==> config.mk <==
export PLATFORM = sky130hd
export DESIGN_NAME = wishbone_burst_master
export DESIGN_NICKNAME = d
export VERILOG_FILES = /design/src/rtl/wishbone_burst_master.sv
export SDC_FILE = /design/constraint.sdc
export NUM_CORES = 1
export LEC_CHECK = 0
export ABC_CLOCK_PERIOD_IN_PS = 2350
export CAP_MARGIN = 20
export CORE_MARGIN = 3
export CORE_UTILIZATION = 30
export DETAILED_ROUTE_END_ITERATION = 8
export HOLD_SLACK_MARGIN = 0.08
export RECOVER_POWER = 50
export SYNTH_ARGS = -nofsm -noshare
export SYNTH_HDL_FRONTEND = slang
export SYNTH_SLANG_ARGS = --single-unit
==> constraint.sdc <==
create_clock -name clk -period 2.35 [get_ports clk]
set_clock_uncertainty 0.05 [all_clocks]
set_input_delay 0.3525 -clock clk [delete_from_list [all_inputs] [get_ports clk]]
set_output_delay 0.3525 -clock clk [all_outputs]
set_load 0.1 [all_outputs]
==> src/rtl/wishbone_burst_master.sv <==
// Wishbone incrementing-burst master: one command moves 1..2^LEN_W beats over a single cyc/stb window.
// Optional per-beat ack timeout is enabled by defining WB_MASTER_TIMEOUT_EN.
module wishbone_burst_master #(
  parameter int ADDR_W  = 30,
  parameter int DATA_W  = 32,
  parameter int LEN_W   = 4,
  parameter int TIMEOUT = 255
) (
  input  logic              clk,
  input  logic              reset,
  input  logic              cmd_valid,
  output logic              cmd_ready,
  input  logic              cmd_we,
  input  logic [ADDR_W-1:0] cmd_addr,
  input  logic [LEN_W-1:0]  cmd_len,
  input  logic [DATA_W-1:0] wr_data,
  output logic              wr_ready,
  output logic [DATA_W-1:0] rd_data,
  output logic              rd_valid,
  output logic              done,
  output logic              error,
  output logic              timeout,
  output logic              busy,
  output logic [ADDR_W-1:0] addr,
  output logic [1:0]        bte,
  output logic [2:0]        cti,
  output logic              cyc,
  output logic              stb,
  output logic              we,
  output logic [DATA_W/8-1:0] sel,
  output logic [DATA_W-1:0] data_write,
  input  logic              ack,
  input  logic              err,
  input  logic [DATA_W-1:0] data_read
);

  localparam logic [2:0] CTI_INCR = 3'b010;
  localparam logic [2:0] CTI_END  = 3'b111;

  typedef enum logic {IDLE, ACTIVE} state_e;

  state_e              state_q;
  logic [LEN_W-1:0]    left_q;
  logic [ADDR_W-1:0]   addr_q;
  logic [1:0]          bte_q;
  logic [2:0]          cti_q;
  logic                cyc_q;
  logic                stb_q;
  logic                we_q;
  logic [DATA_W/8-1:0] sel_q;
  logic [DATA_W-1:0]   data_write_q;
  logic [DATA_W-1:0]   rd_data_q;
  logic                rd_valid_q;
  logic                done_q;
  logic                error_q;
  logic                timeout_q;

  logic accept;
  logic active;
  logic last;
  logic to_hit;

  assign active = (state_q == ACTIVE);
  assign last   = (left_q == '0);
  // The done cycle is spent in IDLE but must not accept, so back-to-back bursts get one idle gap.
  assign cmd_ready = !reset && (state_q == IDLE) && !done_q;
  assign accept    = cmd_valid && cmd_ready;
  // Show-ahead producer: wr_ready marks the cycle wr_data is captured, so the next beat is popped immediately.
  assign wr_ready  = !reset && ((accept && cmd_we) ||
                                (active && we_q && ack && !err && !last));

`ifdef WB_MASTER_TIMEOUT_EN
  localparam int CNT_W = $clog2(TIMEOUT + 1);
  logic [CNT_W-1:0] wait_q;

  always_ff @(posedge clk) begin
    if (reset || !active || ack || err) wait_q <= '0;
    else                                wait_q <= wait_q + CNT_W'(1);
  end

  // wait_q counts completed idle cycles, so the TIMEOUT-th silent cycle is when it equals TIMEOUT-1.
  assign to_hit = active && !ack && !err && (wait_q == CNT_W'(TIMEOUT - 1));
`else
  assign to_hit = 1'b0;
`endif

  always_ff @(posedge clk) begin
    if (reset) begin
      state_q      <= IDLE;
      left_q       <= '0;
      addr_q       <= '0;
      bte_q        <= '0;
      cti_q        <= '0;
      cyc_q        <= 1'b0;
      stb_q        <= 1'b0;
      we_q         <= 1'b0;
      sel_q        <= '0;
      data_write_q <= '0;
      rd_data_q    <= '0;
      rd_valid_q   <= 1'b0;
      done_q       <= 1'b0;
      error_q      <= 1'b0;
      timeout_q    <= 1'b0;
    end else begin
      rd_valid_q <= 1'b0;
      done_q     <= 1'b0;
      error_q    <= 1'b0;
      timeout_q  <= 1'b0;
      case (state_q)
        IDLE: begin
          if (accept) begin
            state_q <= ACTIVE;
            left_q  <= cmd_len;
            addr_q  <= cmd_addr;
            bte_q   <= 2'b00;
            cti_q   <= (cmd_len == '0) ? CTI_END : CTI_INCR;
            cyc_q   <= 1'b1;
            stb_q   <= 1'b1;
            we_q    <= cmd_we;
            sel_q   <= '1;
            if (cmd_we) data_write_q <= wr_data;
          end
        end
        ACTIVE: begin
          if (err || to_hit) begin
            state_q   <= IDLE;
            cyc_q     <= 1'b0;
            stb_q     <= 1'b0;
            sel_q     <= '0;
            done_q    <= 1'b1;
            error_q   <= 1'b1;
            timeout_q <= to_hit;
          end else if (ack) begin
            if (!we_q) begin
              rd_data_q  <= data_read;
              rd_valid_q <= 1'b1;
            end
            if (last) begin
              state_q <= IDLE;
              cyc_q   <= 1'b0;
              stb_q   <= 1'b0;
              sel_q   <= '0;
              done_q  <= 1'b1;
            end else begin
              left_q <= left_q - LEN_W'(1);
              addr_q <= addr_q + ADDR_W'(1);
              cti_q  <= (left_q == LEN_W'(1)) ? CTI_END : CTI_INCR;
              if (we_q) data_write_q <= wr_data;
            end
          end
        end
        default: state_q <= IDLE;
      endcase
    end
  end

  assign busy       = active;
  assign addr       = addr_q;
  assign bte        = bte_q;
  assign cti        = cti_q;
  assign cyc        = cyc_q;
  assign stb        = stb_q;
  assign we         = we_q;
  assign sel        = sel_q;
  assign data_write = data_write_q;
  assign rd_data    = rd_data_q;
  assign rd_valid   = rd_valid_q;
  assign done       = done_q;
  assign error      = error_q;
  assign timeout    = timeout_q;

endmodule

=== Yosys cells after proc, flatten, opt, wreduce, memory -nomap -nowiden ===
Index checks and enable logic that the tools add are counted.
W data, S select, Z words.

* Bits in read-only memories: 0
* Memories: 0
* Word-level logic and storage cells: 94
* Input port bits: 104
* Output and inout bits: 113
* Register bits after elaboration: 111
* Memory bits (writable): 0
* Latch bits: 0

* Multiplexer cells: 44
* Bitwise operators: 4
* $lt $le $gt $ge: 0
* Reduce and logical (&&, ||, !) cells: 23
* Equal/unequal tests: 9
* Shift operators: 0
* $mul: 0
* Divide/modulo/power cells: 0
* Add/sub/neg operators: 2

{| class="wikitable"
|+ Operators with widths
! cell !! count
|-
| $mux W32 || 6
|-
| $mux W30 || 4
|-
| $pmux W32 S2 || 1
|-
| $pmux W30 S2 || 1
|-
| $mux W4 || 8
|-
| $add A30 B1 Y30 const B || 1
|-
| $mux W3 || 6
|-
| $pmux W4 S2 || 2
|-
| $mux W1 || 13
|-
| $ne A2 B2 Y1 const B || 5
|-
| $logic_and A1 B1 Y1 || 9
|-
| $logic_not A4 Y1 || 2
|-
| $reduce_and A4 Y1 || 2
|-
| $pmux W3 S2 || 1
|-
| $reduce_and A6 Y1 || 1
|-
| $eq A4 B1 Y1 const B || 1
|-
| $logic_not A1 Y1 || 4
|-
| $not A1 Y1 || 4
|-
| $pmux W1 S2 || 2
|-
| $reduce_or A4 Y1 || 1
|-
| $sub A4 B1 Y4 const B || 1
|-
| $ne A3 B2 Y1 const B || 1
|-
| $ne A3 B3 Y1 const B || 1
|-
| $reduce_and A3 Y1 || 1
|-
| 4 further kinds || 4
|}

=== Longest topological paths before layout ===
* Word-level depth: 7
* Depth in mapped cells: 8

=== Worst setup path after synthesis ===
OpenSTA, ideal clock, no wires.

* Path kind: reg-to-output
* Start point: register state_q (netlist: busy)
* End point: output port cmd_ready
* Stages on the path, launching flop included: 5
* Arrival time: 3.435 ns
* Path buffers: 3
* Data required time: 1.947 ns
* Slack: -1.488 ns
* Cells stage by stage: dfxtp_1 buf_2 clkbuf_1 clkbuf_1 nor3_1

* Cells in the longest elaborated chain, start to end: 3

{| class="wikitable"
|+ RTL lines
! element !! RTL line !! source
|-
| start: declaration || 42 || <nowiki>state_e state_q;</nowiki>
|-
| start signal: assignment || 89 || <nowiki>state_q <= IDLE;</nowiki>
|-
| start signal: assignment || 112 || <nowiki>state_q <= ACTIVE;</nowiki>
|-
| start signal: assignment || 126 || <nowiki>state_q <= IDLE;</nowiki>
|-
| $not A1 Y1 (no line) || - ||
|-
| $logic_and A1 B1 Y1 (2 in a row) || 66 || <nowiki>assign cmd_ready = !reset && (state_q == IDLE) && !done_q;</nowiki>
|-
| end: declaration || 12 || <nowiki>output logic cmd_ready,</nowiki>
|}

Every way passes these cells.

=== Worst setup path in the final report ===
* Start point: input port ack
* End point: output port wr_ready

* Cells in the longest elaborated chain, start to end: 5

{| class="wikitable"
|+ RTL lines
! element !! RTL line !! source
|-
| start: declaration || 32 || <nowiki>input logic ack,</nowiki>
|-
| $logic_and A1 B1 Y1 (3 in a row) || 70 || <nowiki>(active && we_q && ack && !err && !last));</nowiki>
|-
| $logic_or A1 B1 Y1 || 69 || <nowiki>assign wr_ready = !reset && ((accept && cmd_we) ||</nowiki>
|-
| $logic_and A1 B1 Y1 || 69 ||
|-
| end: declaration || 17 || <nowiki>output logic wr_ready,</nowiki>
|}

Every way passes these cells.

==> reports/metrics.cfg <==
[run_status]
run_status=complete, no violations

[yosys]
yosysUniqueCellTypes=55
ys_ff_latch=106
yosysWarningCount=0
post_synth_instance_area_sq_um=4855
synthArstFlopShare_pct=0
avgSynthCellArea_sq_um=7.718
synth_sequential_area_ratio_pct=43.71
netlist.area_leader.share_pct=43.71
postSynth.topFlopCell=dfxtp_1
synth_area_leader_cell=dfxtp_1
synth_enable_flop_cells=0
postSynthCellCount=629
netlist_top_cells_area=dfxtp_1, nand2_1, a21oi_1, nor2_1, clkbuf_1

[grt]
met2_usage_pct=29.71
grt_use_total_pct=18.33
antenna_violations_before_repair=0
use_met3_pct=6.269
wire_length_of_the_first_global_routing_pass_um=26590
grt_start_max_net_pins=106
first_global_vias=5170
use_met1_pct=23.36
grt_remaining_overflow=0
routing_layer_with_the_top_usage_in_global_route=met2

[route]
detail_route.wl_per_cell_um=16.16
routed_via_density=5.067
detail_route.iter0.violations=292
wl_um=16850
ant_nets=0
drc=0
dr.pass1.iters=5
total_number_of_vias=5285

[clock_tree]
cts_num_sinks=106
number_of_clock_buffers_inserted_by_tritoncts=9
ctsRootBufferMaster=clkbuf_16
tritoncts=done
htreeDepth=3
worst_skew_pair.late_latency_ns=0.35
clkTransAtPathRegs_ns=0.07
clockBufferDepth=2

[critical_path]
critical-path-slowest-cell=dlygate4sd3_1
crit_path_cell_trace=dlygate4sd3_1 -> nand3b_1 -> buf_4 -> nor2_2 -> a21boi_2 -> nor2_4 -> buf_12
timing.critical_path.required_ns=1.95
critical_path_class=in -> out
timing.critical_path.to_type=output pin
crit_path_launch_type=primary input
worst-path-max-fanout=5
max_stage_delay_ns=0.62
worstPathArrival_ns=1.79

[layout]
layout.cells.most_common=nand2_1
post_layout_nonfiller_instances=1043
areaGrowthSynthToFinish_pct=45.36
diodes=0
num-nets-final=934
commonest_cells_after_routing_fill_and_taps_aside=nand2_1, clkdlybuf4s50_1, a21oi_1
layout-drive-gt1-share_pct=14.30

[sta]
period_share_pct=93.09
clock.fmax_mhz=457.1
grt_setup_unrepaired=false
max_slew_margin_pct=19.05
setup_viol=0
report.final.slew_viol_count=0
timing.final.hold_violations=0
setup_tns_ns=0
finalCriticalPeriod_ns=2.188
fin_worst_hold_slack_ns=0.2134
worst-slew-pin-transition_ns=1.220

[floorplan]
fp.coreArea_sq_um=15540
num_io_pins=217
initial_core_util_pct=31.24
die_x_um=133.2
row_count=45
die-area_sq_um=17740
floorplan.die.height_um=133.2

[pwr]
peakVddDrop_uv=366.8
power_w=0.004891
power_density_of_the_placed_cells_nw_per_um2=693.2
static-leakage-power_nw=2.472

[worst_hold_path]
worstHoldPathType=in -> reg

[run]
max-cap-violations=0

[place]
place.port_buffers=213
detailed_place_hpwl_um=12080
routabilityCongestion=0.8213
dpl.cell_count=1026

-- Yosys cell counts (4+ instances only) --
master     count
nand2_1      153
dfxtp_1      106
a21oi_1       92
nor2_1        34
clkbuf_1      30
nand3_1       18
o21ai_0       17
nor3_1        15
inv_1         13
nand4_1       12
buf_2         11
a31oi_1       10
buf_4          9
and3_1         8
o32ai_1        8
nor4_1         7
nor2b_1        6
a22oi_1        5
a2bb2oi_1      5
mux2i_1        5
nand2b_1       5
or4_1          5
a21boi_0       4
a311o_1        4
nor3b_1        4
o22ai_1        4
-- routing by layer --
| layer | vias up | part of all wire (%) |
|---|---|---|
| met1 | 2468 | 43 |
| met2 | 198 | 47 |
| met3 | 24 | 8.0 |
| li1 | 2595 | - |
| met4 | 0 | 2.2 |
| met5 | - | 0 |
-- cell type report --
class | count | area [sq um]
fillers | 1662 | 8483
multi-input cells | 460 | 2500
well taps | 211 | 264.0
repair buffers | 237 | 1782
clock buffers | 9 | 225.2
inverters | 13 | 48.80
flip-flops and latches | 106 | 2153
clock inverters | 7 | 83.83
-- state kept, by name, summed over array words and instances (netlist names) --
register,count
sel,1
error,1
rd_data,32
done,1
addr,30
busy,1
data_write,32
left_q,4
rd_valid,1
we,1
cti,2
-- critical path, delay by kind of cell --
| family | cells | cell delay, ns |
|---|---|---|
| simple gates | 3 | 0.35 |
| compound gates | 1 | 0.09 |
| buf+inv | 3 | 0.97 |
-- repair_timing --
action | in CTS | in global routing
hold buffers | 0 | 0
endpoints found under the setup margin | 1 | 1
resized for setup | 1 | 5
cloned | 0 | 0
setup buffers | 0 | 1
pin swaps | 0 | 1
-- report_power, final --
group / internal [W] / leakage [nW] / total, W / switching (W)
Sequential: 0.00188 / 0.872 / 0.00198 / 0.0000980
Combinational: 0.000374 / 1.45 / 0.00133 / 0.000953
Clock: 0.000848 / 0.149 / 0.00159 / 0.000738
-- cell families after synthesis --
logic type      Yosys count  synth area share (%)
simple gates            282                 27.53
compound gates          167                 20.70
buf+inv                  65                 6.185
flops                   106                 43.71
fa+ha+maj                 3                0.7733
other cells               1               0.07725
mux                       5                 1.031
-- path summary, 6_finish.rpt --
check | from | endpoint | slack [ns] | cells after the start
max | ack | wr_ready | 0.16 | 7
min | reset | we | 0.21 | 2
max reg2reg | addr[7] | addr[29] | 0.28 | 5
min reg2reg | data_write[0] | data_write[0] | 0.40 | 2
-- stage by stage --
| stage | util [%] | area [sq um] | setup slack [ns] |
|---|---|---|---|
| 2_1_floorplan | - | 4930 | 0.001436 |
| 3_5_place_dp | 45.41 | 7057 | 0.05726 |
| 6_report | 45.41 | 7057 | 0.1625 |
| 5_1_grt | 45.41 | 7057 | 0.01982 |
| 4_1_cts | 47.43 | 7371 | 0.006135 |
| 3_3_place_gp | 45.41 | 7057 | 0.07481 |
Note: power is estimated with default switching activity, not from simulation.
